`config.mk`:
```
export PLATFORM = sky130hd
export DESIGN_NAME = io_interconnect_flat
export DESIGN_NICKNAME = d
export VERILOG_FILES = /design/src/rtl/io_interconnect_if.sv /design/src/rtl/io_interconnect.sv /design/src/flat_wrapper.sv
export SDC_FILE = /design/constraint.sdc
export NUM_CORES = 1
export LEC_CHECK = 0
export CORE_AREA = 2 2 165 167
export CTS_BUF_LIST = sky130_fd_sc_hd__clkbuf_2
export DETAILED_ROUTE_END_ITERATION = 8
export DIE_AREA = 0 0 167 169
export GPL_TIMING_DRIVEN = 0
export HOLD_SLACK_MARGIN = 0.08
export PLACE_DENSITY = 0.61
export RECOVER_POWER = 100
export REMOVE_ABC_BUFFERS = 1
export SYNTH_ARGS = -nofsm -noshare
export SYNTH_HDL_FRONTEND = slang
export SYNTH_SLANG_ARGS = --single-unit
```
`constraint.sdc`:
```
create_clock -name clk -period 8.5 [get_ports clk]
set_input_delay 2.125 -clock clk [delete_from_list [all_inputs] [get_ports clk]]
set_output_delay 2.125 -clock clk [all_outputs]
set_load 0.02 [all_outputs]
```
`src/rtl/io_interconnect_if.sv`:
```
// Bus bundles for io_interconnect.
//   io_req_if: per-core request ports plus the broadcast response.
//              Modport master = core side, slave = interconnect side.
//   io_dev_if: the single memory-mapped device bus.
//              Modport master = interconnect side, slave = device side.
//
// Handshake semantics: a core raises req_valid with req_store/req_thread/
// req_address/req_data stable; the transfer happens in the cycle where its
// req_ready bit is high (combinational, one-hot, IDLE only). The device sees
// exactly one of io_write_en/io_read_en high for the whole access with
// address/data stable, and completes in the cycle io_ready=1. rsp_valid is a
// single-cycle strobe; rsp_* fields are only meaningful while it is high.

interface io_req_if #(
    parameter int NUM_REQUESTERS   = 4,
    parameter int THREAD_IDX_WIDTH = 2
);
    localparam int CW = (NUM_REQUESTERS > 1) ? $clog2(NUM_REQUESTERS) : 1;

    logic [NUM_REQUESTERS-1:0]                  req_valid;
    logic [NUM_REQUESTERS-1:0]                  req_store;
    logic [NUM_REQUESTERS*THREAD_IDX_WIDTH-1:0] req_thread;
    logic [NUM_REQUESTERS*32-1:0]               req_address;
    logic [NUM_REQUESTERS*32-1:0]               req_data;
    logic [NUM_REQUESTERS-1:0]                  req_ready;
    logic                                       rsp_valid;
    logic [CW-1:0]                              rsp_core;
    logic [THREAD_IDX_WIDTH-1:0]                rsp_thread;
    logic                                       rsp_store;
    logic                                       rsp_error;
    logic [31:0]                                rsp_read_value;

    modport master (
        output req_valid, req_store, req_thread, req_address, req_data,
        input  req_ready, rsp_valid, rsp_core, rsp_thread, rsp_store,
               rsp_error, rsp_read_value
    );

    modport slave (
        input  req_valid, req_store, req_thread, req_address, req_data,
        output req_ready, rsp_valid, rsp_core, rsp_thread, rsp_store,
               rsp_error, rsp_read_value
    );
endinterface

interface io_dev_if;
    logic        io_write_en;
    logic        io_read_en;
    logic [31:0] io_address;
    logic [31:0] io_write_data;
    logic [31:0] io_read_data;
    logic        io_ready;

    modport master (
        output io_write_en, io_read_en, io_address, io_write_data,
        input  io_read_data, io_ready
    );

    modport slave (
        input  io_write_en, io_read_en, io_address, io_write_data,
        output io_read_data, io_ready
    );
endinterface

```
`src/rtl/io_interconnect.sv`:
```
// Round-robin non-cacheable I/O arbiter: NUM_REQUESTERS cores share one
// device bus. One access at a time walks IDLE -> ACCESS -> RESPOND.
// Device wait states are taken from io_ready; an access left waiting for
// TIMEOUT_CYCLES strobe cycles completes with rsp_error=1 (0 disables it).
// dbg_state exposes the FSM: 0=IDLE, 1=ACCESS, 2=RESPOND.

module io_interconnect #(
    parameter int NUM_REQUESTERS   = 4,
    parameter int THREAD_IDX_WIDTH = 2,
    parameter int TIMEOUT_CYCLES   = 256,
    localparam int CW = (NUM_REQUESTERS > 1) ? $clog2(NUM_REQUESTERS) : 1
) (
    input  logic          clk,
    input  logic          reset,
    io_req_if.slave       core,
    io_dev_if.master      dev,
    output logic [1:0]    dbg_state,
    output logic [CW-1:0] dbg_rr_ptr
);

    localparam int TW  = THREAD_IDX_WIDTH;
    localparam int TOW = (TIMEOUT_CYCLES > 0) ? $clog2(TIMEOUT_CYCLES + 1) : 1;
    localparam bit TO_EN = (TIMEOUT_CYCLES != 0);
    // Counter value seen in the last permitted strobe cycle.
    localparam logic [TOW-1:0] TO_LAST = TOW'((TIMEOUT_CYCLES > 0) ? TIMEOUT_CYCLES - 1 : 0);

    typedef enum logic [1:0] {
        ST_IDLE    = 2'd0,
        ST_ACCESS  = 2'd1,
        ST_RESPOND = 2'd2
    } state_t;

    state_t         state;
    logic [CW-1:0]  rr_ptr;
    logic [TOW-1:0] to_cnt;

    // Request captured at grant time.
    logic           lat_store;
    logic [TW-1:0]  lat_thread;
    logic [CW-1:0]  lat_core;

    // Registered device-side outputs.
    logic           write_en_q;
    logic           read_en_q;
    logic [31:0]    address_q;
    logic [31:0]    write_data_q;

    // Registered response outputs.
    logic           rsp_valid_q;
    logic [CW-1:0]  rsp_core_q;
    logic [TW-1:0]  rsp_thread_q;
    logic           rsp_store_q;
    logic           rsp_error_q;
    logic [31:0]    rsp_read_value_q;

    // Per-core request fields unpacked so the winner can be selected by index.
    logic           store_a   [NUM_REQUESTERS];
    logic [TW-1:0]  thread_a  [NUM_REQUESTERS];
    logic [31:0]    address_a [NUM_REQUESTERS];
    logic [31:0]    data_a    [NUM_REQUESTERS];

    for (genvar i = 0; i < NUM_REQUESTERS; i++) begin : g_unpack
        assign store_a[i]   = core.req_store[i];
        assign thread_a[i]  = core.req_thread[i*TW +: TW];
        assign address_a[i] = core.req_address[i*32 +: 32];
        assign data_a[i]    = core.req_data[i*32 +: 32];
    end

    // Arbitration result for the current cycle.
    logic                      grant_found;
    logic [CW-1:0]             grant_idx;
    logic [CW-1:0]             grant_next_ptr;
    logic [NUM_REQUESTERS-1:0] grant_onehot;

    // Round-robin search: first valid core at or after rr_ptr, wrapping.
    always_comb begin
        logic [CW:0]   sum;
        logic [CW-1:0] idx_c;
        grant_found = 1'b0;
        grant_idx   = '0;
        sum         = '0;
        idx_c       = '0;
        for (int k = 0; k < NUM_REQUESTERS; k++) begin
            sum = {1'b0, rr_ptr} + (CW+1)'(k);
            if (sum >= (CW+1)'(NUM_REQUESTERS)) begin
                sum = sum - (CW+1)'(NUM_REQUESTERS);
            end
            idx_c = sum[CW-1:0];
            if (!grant_found && core.req_valid[idx_c]) begin
                grant_found = 1'b1;
                grant_idx   = idx_c;
            end
        end
        grant_next_ptr = (int'(grant_idx) == NUM_REQUESTERS - 1) ? '0 : grant_idx + CW'(1);
    end

    // One-hot accept strobe, only while idle and out of reset.
    always_comb begin
        grant_onehot = '0;
        for (int k = 0; k < NUM_REQUESTERS; k++) begin
            grant_onehot[k] = (state == ST_IDLE) && !reset && grant_found &&
                              (grant_idx == CW'(k));
        end
    end

    // Completion decision for the current ACCESS cycle; io_ready wins over expiry.
    logic        acc_timeout;
    logic        acc_done;
    logic [31:0] acc_value;

    always_comb begin
        acc_timeout = TO_EN && !dev.io_ready && (to_cnt == TO_LAST);
        acc_done    = dev.io_ready || acc_timeout;
        acc_value   = (dev.io_ready && !lat_store) ? dev.io_read_data : 32'd0;
    end

    // Main FSM with registered device strobes and response fields.
    always_ff @(posedge clk or posedge reset) begin
        if (reset) begin
            state            <= ST_IDLE;
            rr_ptr           <= '0;
            to_cnt           <= '0;
            lat_store        <= 1'b0;
            lat_thread       <= '0;
            lat_core         <= '0;
            write_en_q       <= 1'b0;
            read_en_q        <= 1'b0;
            address_q        <= '0;
            write_data_q     <= '0;
            rsp_valid_q      <= 1'b0;
            rsp_core_q       <= '0;
            rsp_thread_q     <= '0;
            rsp_store_q      <= 1'b0;
            rsp_error_q      <= 1'b0;
            rsp_read_value_q <= '0;
        end else begin
            rsp_valid_q <= 1'b0;
            case (state)
                ST_IDLE: begin
                    if (grant_found) begin
                        lat_store    <= store_a[grant_idx];
                        lat_thread   <= thread_a[grant_idx];
                        lat_core     <= grant_idx;
                        address_q    <= address_a[grant_idx];
                        write_data_q <= data_a[grant_idx];
                        write_en_q   <= store_a[grant_idx];
                        read_en_q    <= !store_a[grant_idx];
                        to_cnt       <= '0;
                        rr_ptr       <= grant_next_ptr;
                        state        <= ST_ACCESS;
                    end
                end
                ST_ACCESS: begin
                    if (acc_done) begin
                        write_en_q       <= 1'b0;
                        read_en_q        <= 1'b0;
                        rsp_valid_q      <= 1'b1;
                        rsp_core_q       <= lat_core;
                        rsp_thread_q     <= lat_thread;
                        rsp_store_q      <= lat_store;
                        rsp_error_q      <= !dev.io_ready;
                        rsp_read_value_q <= acc_value;
                        state            <= ST_RESPOND;
                    end else if (TO_EN) begin
                        to_cnt <= to_cnt + TOW'(1);
                    end
                end
                ST_RESPOND: begin
                    state <= ST_IDLE;
                end
                default: begin
                    state <= ST_IDLE;
                end
            endcase
        end
    end

    assign core.req_ready      = grant_onehot;
    assign core.rsp_valid      = rsp_valid_q;
    assign core.rsp_core       = rsp_core_q;
    assign core.rsp_thread     = rsp_thread_q;
    assign core.rsp_store      = rsp_store_q;
    assign core.rsp_error      = rsp_error_q;
    assign core.rsp_read_value = rsp_read_value_q;

    assign dev.io_write_en   = write_en_q;
    assign dev.io_read_en    = read_en_q;
    assign dev.io_address    = address_q;
    assign dev.io_write_data = write_data_q;

    assign dbg_state  = state;
    assign dbg_rr_ptr = rr_ptr;

endmodule
```
`src/flat_wrapper.sv`:
```
// flat-port wrapper written by rule: the top's interface ports become plain ports
module io_interconnect_flat 
#(
    parameter int NUM_REQUESTERS   = 4,
    parameter int THREAD_IDX_WIDTH = 2,
    parameter int TIMEOUT_CYCLES   = 256,
    localparam int CW = (NUM_REQUESTERS > 1) ? $clog2(NUM_REQUESTERS) : 1
)
  (clk, reset, dbg_state, dbg_rr_ptr, core_req_valid, core_req_store, core_req_thread, core_req_address, core_req_data, core_req_ready, core_rsp_valid, core_rsp_core, core_rsp_thread, core_rsp_store, core_rsp_error, core_rsp_read_value, dev_io_write_en, dev_io_read_en, dev_io_address, dev_io_write_data, dev_io_read_data, dev_io_ready);
  io_req_if #(.NUM_REQUESTERS(NUM_REQUESTERS), .THREAD_IDX_WIDTH(THREAD_IDX_WIDTH)) core_i ();
  io_dev_if dev_i ();
  input  logic clk;
  input  logic reset;
  output logic [1:0] dbg_state;
  output logic [CW-1:0] dbg_rr_ptr;
  input wire logic [$bits(core_i.req_valid)-1:0] core_req_valid;
  input wire logic [$bits(core_i.req_store)-1:0] core_req_store;
  input wire logic [$bits(core_i.req_thread)-1:0] core_req_thread;
  input wire logic [$bits(core_i.req_address)-1:0] core_req_address;
  input wire logic [$bits(core_i.req_data)-1:0] core_req_data;
  output wire logic [$bits(core_i.req_ready)-1:0] core_req_ready;
  output wire logic [$bits(core_i.rsp_valid)-1:0] core_rsp_valid;
  output wire logic [$bits(core_i.rsp_core)-1:0] core_rsp_core;
  output wire logic [$bits(core_i.rsp_thread)-1:0] core_rsp_thread;
  output wire logic [$bits(core_i.rsp_store)-1:0] core_rsp_store;
  output wire logic [$bits(core_i.rsp_error)-1:0] core_rsp_error;
  output wire logic [$bits(core_i.rsp_read_value)-1:0] core_rsp_read_value;
  output wire logic [$bits(dev_i.io_write_en)-1:0] dev_io_write_en;
  output wire logic [$bits(dev_i.io_read_en)-1:0] dev_io_read_en;
  output wire logic [$bits(dev_i.io_address)-1:0] dev_io_address;
  output wire logic [$bits(dev_i.io_write_data)-1:0] dev_io_write_data;
  input wire logic [$bits(dev_i.io_read_data)-1:0] dev_io_read_data;
  input wire logic [$bits(dev_i.io_ready)-1:0] dev_io_ready;
  assign core_i.req_valid = core_req_valid;
  assign core_i.req_store = core_req_store;
  assign core_i.req_thread = core_req_thread;
  assign core_i.req_address = core_req_address;
  assign core_i.req_data = core_req_data;
  assign core_req_ready = core_i.req_ready;
  assign core_rsp_valid = core_i.rsp_valid;
  assign core_rsp_core = core_i.rsp_core;
  assign core_rsp_thread = core_i.rsp_thread;
  assign core_rsp_store = core_i.rsp_store;
  assign core_rsp_error = core_i.rsp_error;
  assign core_rsp_read_value = core_i.rsp_read_value;
  assign dev_io_write_en = dev_i.io_write_en;
  assign dev_io_read_en = dev_i.io_read_en;
  assign dev_io_address = dev_i.io_address;
  assign dev_io_write_data = dev_i.io_write_data;
  assign dev_i.io_read_data = dev_io_read_data;
  assign dev_i.io_ready = dev_io_ready;
  io_interconnect #(.NUM_REQUESTERS(NUM_REQUESTERS), .THREAD_IDX_WIDTH(THREAD_IDX_WIDTH), .TIMEOUT_CYCLES(TIMEOUT_CYCLES)) u_core (.clk(clk), .reset(reset), .core(core_i), .dev(dev_i), .dbg_state(dbg_state), .dbg_rr_ptr(dbg_rr_ptr));
endmodule
```
==> reports/metrics.csv, run 1 <==
stage,metric,value,unit
drt,Initial DRT Pass Iterations,5,
timing,slew margin rel.,-159,%
synth,Most used DFF post-synth,dfrtp_1,
grt,first-pass GRT wire length,46600,um
min_path,path type of the worst min-delay path,flop to flop,
drt,vias per cell,5.31,
synth,"FF+latch count, synth",123,
timing,Max Freq,0.128,GHz
clocking,post-CTS resize count,0,
grt,Tot GR Track Use,21.2,%
setup_path,CP peak stage delay,0.80,ns
placement,dpl hpwl,22100,um
synth,top cell type by total area after synthesis,dfrtp_1,
timing,skew final,0.0624,ns
power_and_ir_drop,pwr dens,295,nW/um^2
outcome,failing checks,"max-capacitance violations, max-slew violations",
floorplan,die height,169,um
drt,Via Count,7785,
timing,unrepaired setup endpoints after global routing,false,
setup_path,worst r2r path cells,6,
setup_path,CP max FO,60,
clocking,# hold bufs at CTS,0,
drt,Remaining DRCs,0,
grt,antenna violations before repair,2,
setup_path,"Arr. time, crit path",5.67,ns
final_layout,layout cells sized above 1,5.25,%
timing,Final period util,91.7,%
setup_path,cell breakdown of the critical path,"dlygate4sd3_1, nor2_4, nor3_4, clkinvlp_2, buf_16, ha_1, and3_1, clkdlybuf4s50_1",
timing,Hold Fails Final Rpt,0,
clocking,clock buffer depth,2,
outcome,outcome,finished with violations,
min_path,Hold Path Stages,2,
setup_path,crit path launch,core_req_valid[3],
placement,GPL Wtd Cong,0.780,
min_path,startpoint of the worst hold path,u_core.core.rsp_read_value[3],
synth,post-synthesis cell area,7160,sq um
final_layout,final instance area,12000,sq um
clocking,Clock Sinks,123,
job,max-cap viol count,4,
synth,asr flop ratio synth,100,%
placement,placed inst area,11700,sq um
timing,Final Critical Period,7.79,ns
synth,YS warnings,0,
setup_path,Reg2Reg Setup Slack,3.33,ns
power_and_ir_drop,Leakage Power,5.15,nW
power_and_ir_drop,Max rail drop VDD,0.172,mV
setup_path,Setup crit start kind,primary input,
setup_path,Reg-to-Reg End,u_core.dev.io_address[11],
floorplan,Starting Density,27.0,%
timing,setup violators final,0,
setup_path,CP Class,primary input to primary output,
clocking,clk_lat worst skew,0.71,ns
drt,WL final,31000,um
synth,post-synth top area share,43.0,%
clocking,CTS buffer count,17,
final_layout,nets@finish,1423,
setup_path,Crit path buffers/inverters,4,
floorplan,Die X,167,um
floorplan,die area,28200,sq um
clocking,Root Driver,clkbuf_2,
min_path,Worst Hold End,u_core.core.rsp_read_value[3],
final_layout,Layout Utilization,45.2,%
clocking,postcts setup bufs,0,
drt,Routed WL per cell,21.2,um
grt,total gr overflow,0,
synth,most frequent cell after synthesis,dfrtp_1,
clocking,H-Tree Depth,4,
floorplan,Core Box Area,26500,sq um
final_layout,area delta synth->final,67.5,%
grt,largest net degree at the start of global routing,71,
grt,vias in the first global route,7898,
clocking,clock-pin slew on the worst setup and hold paths,0.17,ns
drt,drt initial violations,485,
setup_path,Critical R2R Launch,u_core.dbg_state[1],
drt,Final ANT Viol Nets,0,
setup_path,"Max stage delay cell, worst path",nor2_4,
synth,Commonest cells post-synth,"dfrtp_1, nand2_1, a21oi_1",
synth,Post-Synthesis Cells,743,
timing,Final Max Tran Viols,170,
placement,PortBufs,419,
floorplan,Ports,420,
setup_path,Setup crit end kind,primary output,
floorplan,FP Rows,60,
synth,Post-synth EDFFs,0,
synth,"Seq/Total Area, Yosys",43.0,%
synth,synth top area cells,"dfrtp_1, mux2_1, a221o_1",
synth,Avg Inst Size Synth,9.63,sq um
setup_path,CP required,6.38,ns
timing,Worst-Margin Slew,3.89,ns
setup_path,CP top delay family,buffers and inverters,
synth,synth unique cells,37,
clocking,CTS tree,built,
==> worst reg2reg max path, delay by kind of cell (launching register included) <==
family	cells	cell delay, ns
and+or+nand+nor	1	1.20
AOI/OAI and AO/OA	3	1.36
buffers and inverters	2	1.93
DFF	1	0.53
==> layout by cell type (no fill, tap or decap), types with 2 or more instances in the layout <==
cell type	synthesis	layout
nor3_1	2	2
inv_1	7	6
a21oi_1	70	69
mux2i_1	4	4
a221o_1	67	67
dlygate4sd3_1	0	115
mux2_2	4	4
clkbuf_1	50	2
o221ai_1	2	2
o21ai_0	2	3
or2_4	0	2
clkinv_4	0	5
clkdlybuf4s50_1	0	304
xor2_1	5	5
inv_6	0	3
and3_1	8	8
nand2b_1	2	2
buf_12	0	8
nand4_1	67	67
nor2_4	0	3
clkbuf_2	0	20
o31ai_1	68	68
mux2_1	62	62
bufinv_16	0	5
or3_1	2	2
nor2_1	9	7
nand2_1	95	95
nand3_1	36	36
buf_16	0	2
nor2b_1	4	3
dfrtp_1	123	123
ha_1	6	6
==> cell families (layout without fill, tap and decap cells) <==
| group | count (synthesis) | count (layout) | share of synthesized area (%) |
|---|---|---|---|
| buf+inv | 92 | 472 | 5.75 |
| flops | 123 | 123 | 43.0 |
| xor+xnor | 5 | 5 | 0.612 |
| other cells | 0 | 1 | 0 |
| mux | 70 | 70 | 10.9 |
| compound gates | 216 | 216 | 22.6 |
| fa+ha+maj | 6 | 6 | 1.05 |
| simple gates | 231 | 231 | 16.0 |
==> flip-flops by register name (all words and copies together) (netlist names) <==
register	flops
u_core.core.rsp_read_value	32
u_core.lat_core	2
u_core.core.rsp_error	1
u_core.core.rsp_valid	1
u_core.core.rsp_thread	2
u_core.dev.io_write_data	32
u_core.dev.io_address	32
u_core.dev.io_write_en	1
u_core.to_cnt	9
u_core.dbg_state	2
u_core.core.rsp_core	2
u_core.dev.io_read_en	1
u_core.dbg_rr_ptr	2
u_core.core.rsp_store	1
u_core.lat_thread	2
u_core.lat_store	1
==> report_power, final <==
group / leakage (nW) / switching [mW] / internal, mW
Combinational: 3.40 / 1.17 / 0.897
Sequential: 1.57 / 0.141 / 0.844
Clock: 0.183 / 0.259 / 0.231
Total: 5.15 / 1.57 / 1.97
==> worst max-delay path by stage <==
stage / to / cells past startpoint
final: core_req_ready[2] / 8
after global routing: core_req_ready[2] / 8
after CTS: core_req_ready[2] / 9
after detailed placement: core_req_ready[2] / 9
after global placement: core_req_ready[2] / 8
after floorplan: core_req_ready[2] / 6
==> area by class of cell <==
class                   count  area [sq um]
fillers                  2565         14500
repair buffers            432          4430
multi-input cells         528          3710
flip-flops and latches    123          3080
well taps                 341           427
clock inverters            12           211
clock buffers              20           100
inverters                   8          36.3
diodes                      1          2.50
==> per-layer routing <==
metal	routed length (um)	up-vias	track usage [%]	part of all wire [%]
met5	13	-	0	0.042
met4	899	2	8.17	2.9
met3	2400	44	5.40	7.7
met2	15300	373	36.1	49
met1	12400	3752	25.7	40
li1	-	3614	-	-
==> metrics by stage <==
stage	total power [mW]	worst slack, ns	hold slack [ns]	cells	setup TNS [ns]
after CTS	3.69	1.08	0.493	1464	0
final	3.54	0.708	0.483	1465	0
after global routing	3.76	0.508	0.522	1465	0
after floorplan	2.10	0.0606	0.439	659	0
after global placement	3.10	-3.67	0.450	1419	-103.90
after detailed placement	3.19	1.09	0.454	1432	0
No activity file was read; power rests on OpenSTA's default activity.
==> run 2, diff against run 1 <==
- CORE_AREA: 2 2 165 167 -> 2 2 164 166
- DIE_AREA: 0 0 167 169 -> 0 0 166 168
- PLACE_DENSITY: 0.61 -> 0.62
==> reports/metrics.csv, run 2 (synthesis gave the netlist of run 1 again) <==
stage,metric,value,unit
timing,Worst-Margin Slew,4.45,ns
grt,first-pass GRT wire length,46600,um
drt,Final ANT Viol Nets,0,
grt,vias in the first global route,7923,
job,max-cap viol count,3,
final_layout,layout cells sized above 1,5.16,%
timing,Setup TNS,0,ns
clocking,Root Driver,clkbuf_2,
floorplan,die height,168,um
power_and_ir_drop,pwr dens,290,nW/um^2
clocking,clk_lat worst skew,0.68,ns
power_and_ir_drop,Max rail drop VDD,0.178,mV
timing,slew margin rel.,-197,%
final_layout,"commonest non-fill, non-tap cell in the layout",clkdlybuf4s50_1,
clocking,clock-pin slew on the worst setup and hold paths,0.25,ns
power_and_ir_drop,Pwr Total,3.46,mW
timing,Final Critical Period,7.24,ns
power_and_ir_drop,register share of total power,28.6,%
floorplan,Die X,166,um
floorplan,Starting Density,27.2,%
timing,Setup WS post-layout,1.26,ns
floorplan,Ports,420,
grt,busiest grt layer,met2,
grt,GRT met2 Usage,36.0,%
placement,Inst Count DP,1432,
clocking,clock buffer depth,2,
final_layout,nets@finish,1423,
timing,unrepaired setup endpoints after global routing,false,
grt,met1 Usage GRT,26.1,%
final_layout,most frequent cells in the layout,"clkdlybuf4s50_1, dfrtp_1, dlygate4sd3_1, nand2_1, a21oi_1",
setup_path,CP max FO,47,
grt,antenna violations before repair,3,
power_and_ir_drop,Switching Share,45.7,%
floorplan,die area,27900,sq um
drt,Initial DRT Pass Iterations,5,
setup_path,"Arr. time, crit path",7.78,ns
setup_path,Setup crit end kind,flop,
drt,WL final,30800,um
outcome,failing checks,"max-capacitance violations, max-slew violations",
drt,drt initial violations,507,
power_and_ir_drop,Comb pwr share,59.6,%
power_and_ir_drop,internal power,1.88,mW
grt,total gr overflow,0,
clocking,postcts setup bufs,0,
drt,Routed WL per cell,21.0,um
setup_path,CP Class,primary input to flop,
power_and_ir_drop,Clk pwr share,11.8,%
grt,GR Util met3,6.21,%
drt,Remaining DRCs,0,
final_layout,non-filler instance count after layout,1466,
min_path,path type of the worst min-delay path,flop to flop,
floorplan,FP Rows,60,
setup_path,Setup crit start kind,primary input,
setup_path,CP required,9.04,ns
grt,Tot GR Track Use,21.3,%
timing,Min Hold Slack,0.479,ns
final_layout,fill count,2542,
clocking,CTS tree,built,
drt,vias per cell,5.28,
clocking,# hold bufs at CTS,0,
power_and_ir_drop,P_sw,1.58,mW
timing,Max Freq,0.138,GHz
outcome,outcome,finished with violations,
power_and_ir_drop,Leakage Power,5.12,nW
placement,pre-CTS setup slack,1.46,ns
placement,PortBufs,419,
grt,largest net degree at the start of global routing,80,
placement,GPL Wtd Cong,0.782,
timing,Final Max Tran Viols,153,
clocking,post-CTS resize count,0,
clocking,CTS buffer count,17,
clocking,H-Tree Depth,4,
timing,skew final,0.0480,ns
clocking,Clock Sinks,123,
floorplan,Core Box Area,26400,sq um
final_layout,area delta synth->final,66.5,%
placement,dpl hpwl,21600,um
timing,Final period util,85.2,%
drt,Via Count,7746,
timing,Hold Fails Final Rpt,0,
timing,setup violators final,0,
-- run 2: cell types whose count changed in the layout (fill, tap and decap cells not counted), moves of 2 or more --
cell       change
clkinv_2       +3
clkbuf_2       -3
bufinv_16      -3
inv_6          +2
-- run 2: critical path, stage by stage --
cell	delay, ns
dlygate4sd3_1	0.69
nor4_1	0.31
or3_1	1.00
clkbuf_1	1.90
nor2_2	0.95
buf_12	0.46
a221o_1	0.31
-- run 2: through the flow --
step / util (%) / instance area (sq um)
after floorplan: - / 6770
after global placement: 43.2 / 11400
after detailed placement: 44.6 / 11700
after CTS: 45.5 / 12000
after global routing: 45.2 / 11900
final: 45.2 / 11900
-- run 2: final cells by class --
cell class                 instances  area (sq um)  area share (%)
tap                              341           427            3.58
multi-input combinational        528          3710            31.1
antenna                            2          5.00          0.0420
inverter                           8          37.5           0.315
timing repair buffer             432          4410            37.0
clock inverter                    15           164            1.38
clock buffer                      17          85.1           0.714
sequential                       123          3080            25.8
-- run 2: final timing paths --
path | slack [ns] | from | endpoint | cells past startpoint
setup reg to reg | 3.20 | u_core.dbg_state[1] | u_core.dev.io_write_data[15] | 5
hold / removal | 0.48 | u_core.lat_thread[0] | u_core.core.rsp_thread[0] | 2
max in group asynchronous | 1.96 | reset | u_core.dev.io_write_data[29] | 3
setup / recovery | 1.26 | core_req_valid[3] | u_core.dev.io_write_data[15] | 7
hold reg to reg | 0.48 | u_core.lat_thread[0] | u_core.core.rsp_thread[0] | 2
min in group asynchronous | 1.93 | reset | u_core.core.rsp_valid | 2
-- run 2: layer usage --
metal	share of wire, %	vias to the layer above
li1	-	3604
met1	41	3742
met5	0	-
met2	48	357
met4	2.9	0
met3	7.7	43
-- run 2: power by group through the flow --
stage | clock network, mW | logic (mW) | registers, mW
floorplan | 0 | 0.811 | 1.29
global placement | 0 | 2.10 | 1.00
detailed placement | 0 | 2.19 | 1.01
CTS | 0.430 | 2.19 | 0.999
global route | 0.455 | 2.19 | 1.02
finish | 0.408 | 2.06 | 0.988
==> run 3, diff against run 2 <==
- SLEW_MARGIN: not set -> 20
==> reports/metrics.csv, run 3 (synthesis gave the netlist of run 1 again) <==
stage,metric,value,unit
floorplan,Starting Density,27.2,%
floorplan,die area,27900,sq um
final_layout,"commonest non-fill, non-tap cell in the layout",clkdlybuf4s50_1,
setup_path,worst r2r path cells,8,
power_and_ir_drop,pwr dens,293,nW/um^2
clocking,CTS buffer count,17,
timing,Hold Fails Final Rpt,0,
setup_path,CP peak stage delay,1.89,ns
drt,Via Count,7823,
drt,Final ANT Viol Nets,0,
timing,Final Max Tran Viols,165,
setup_path,Reg2Reg Setup Slack,2.84,ns
power_and_ir_drop,Leakage Power,5.21,nW
timing,Max Freq,0.134,GHz
min_path,Hold Path Stages,2,
drt,Remaining DRCs,0,
timing,Final Critical Period,7.48,ns
drt,vias per cell,5.32,
clocking,Root Driver,clkbuf_2,
clocking,clock-pin slew on the worst setup and hold paths,0.18,ns
setup_path,Setup crit start kind,primary input,
final_layout,Layout Utilization,46.0,%
drt,WL final,31100,um
setup_path,"Arr. time, crit path",8.02,ns
final_layout,fill count,2562,
timing,skew final,0.0633,ns
setup_path,CP required,9.04,ns
setup_path,CP max FO,47,
outcome,failing checks,"max-capacitance violations, max-slew violations",
grt,total gr overflow,0,
timing,unrepaired setup endpoints after global routing,false,
placement,dpl hpwl,22400,um
setup_path,Reg-to-Reg End,u_core.core.rsp_read_value[23],
drt,Initial DRT Pass Iterations,7,
clocking,Clock Sinks,123,
power_and_ir_drop,Max rail drop VDD,0.158,mV
clocking,post-CTS resize count,0,
drt,drt initial violations,573,
clocking,clock buffer depth,2,
clocking,H-Tree Depth,4,
setup_path,Setup crit end kind,flop,
setup_path,CP top delay family,buffers and inverters,
clocking,postcts setup bufs,0,
grt,largest net degree at the start of global routing,80,
final_layout,area delta synth->final,69.3,%
job,max-cap viol count,4,
floorplan,die height,168,um
clocking,clk_lat worst skew,0.69,ns
setup_path,Crit path buffers/inverters,3,
timing,Final period util,88.0,%
timing,Setup TNS,0,ns
setup_path,Crit path depth,7,
placement,PortBufs,419,
grt,Tot GR Track Use,21.7,%
placement,GPL Wtd Cong,0.782,
final_layout,layout cells sized above 1,5.59,%
final_layout,most frequent cells in the layout,"clkdlybuf4s50_1, dfrtp_1, dlygate4sd3_1, nand2_1, a21oi_1",
floorplan,Die X,166,um
timing,slew margin rel.,-201,%
min_path,Worst Hold End,u_core.core.rsp_read_value[14],
clocking,# hold bufs at CTS,0,
drt,Routed WL per cell,21.2,um
floorplan,Core Box Area,26400,sq um
min_path,path type of the worst min-delay path,flop to flop,
timing,Min Hold Slack,0.488,ns
power_and_ir_drop,Pwr Total,3.54,mW
timing,setup violators final,0,
outcome,outcome,finished with violations,
min_path,startpoint of the worst hold path,u_core.core.rsp_read_value[14],
timing,Worst-Margin Slew,4.51,ns
setup_path,Critical R2R Launch,u_core.to_cnt[0],
setup_path,"Max stage delay cell, worst path",clkbuf_1,
final_layout,nets@finish,1427,
setup_path,CP Class,primary input to flop,
grt,vias in the first global route,7967,
grt,first-pass GRT wire length,47300,um
floorplan,Ports,420,
clocking,CTS tree,built,
setup_path,cell breakdown of the critical path,"dlygate4sd3_1, nor4_1, or3_1, clkbuf_1, nor2_1, buf_16, a221o_1",
floorplan,FP Rows,60,
grt,antenna violations before repair,3,
## run 3: cell count changes in the layout (fill, tap and decap cells not counted), sizes merged
cell / previous run / this run
clkdlybuf4s50: 303 / 304
dlygate4sd3: 116 / 115
clkinv: 7 / 2
inv: 13 / 17
buf: 10 / 15
clkbuf: 20 / 19
bufinv: 2 / 3
## run 3: worst register-to-register path, cell delays in order (launching register included)
cell and delay [ns]:
dfrtp_1 0.45, ha_1 0.22, and3_1 0.21, and3_1 0.17
ha_1 0.24, o21ai_0 2.19, inv_1 1.54, nand3_1 0.48
nand2_1 0.09
## run 3: worst max path at each step
stage	startpoint	endpoint	slack, ns
floorplan	core_req_valid[2]	core_req_ready[2]	0.06
global route	core_req_valid[3]	u_core.dev.io_write_data[15]	0.87
CTS	core_req_valid[2]	core_req_ready[2]	1.41
detailed placement	core_req_valid[2]	core_req_ready[2]	1.43
finish	core_req_valid[3]	u_core.dev.io_write_data[15]	1.02
global placement	core_req_valid[2]	core_req_ready[2]	-3.85
## run 3: through the flow
step / worst slack, ns / instances / area, sq um
2_1_floorplan: 0.0606 / 659 / 6770
3_3_place_gp: -3.85 / 1419 / 11400
3_5_place_dp: 1.43 / 1436 / 11900
4_1_cts: 1.41 / 1468 / 12200
5_1_grt: 0.872 / 1470 / 12100
6_report: 1.02 / 1470 / 12100
## run 3: metal layers
layer  part of all wire (%)  GRT usage, %
met1                     41          26.5
met2                     49          36.9
met3                    7.9          6.61
met4                    2.2          6.09
met5                      0             0
## run 3: layout make-up
cell class	instances	area [sq um]	share of cell area, %
diodes	2	5.00	0.0413
repair buffers	436	4560	37.7
multi-input cells	528	3720	30.7
clock inverters	15	198	1.63
inverters	8	40.0	0.331
clock buffers	17	85.1	0.702
flip-flops and latches	123	3080	25.4
well taps	341	427	3.52
## run 3: power breakdown
part,internal (mW),switching (mW),total (mW)
clock network,0.176,0.275,0.451
registers,0.844,0.144,0.988
logic,0.928,1.18,2.11
total,1.95,1.60,3.54
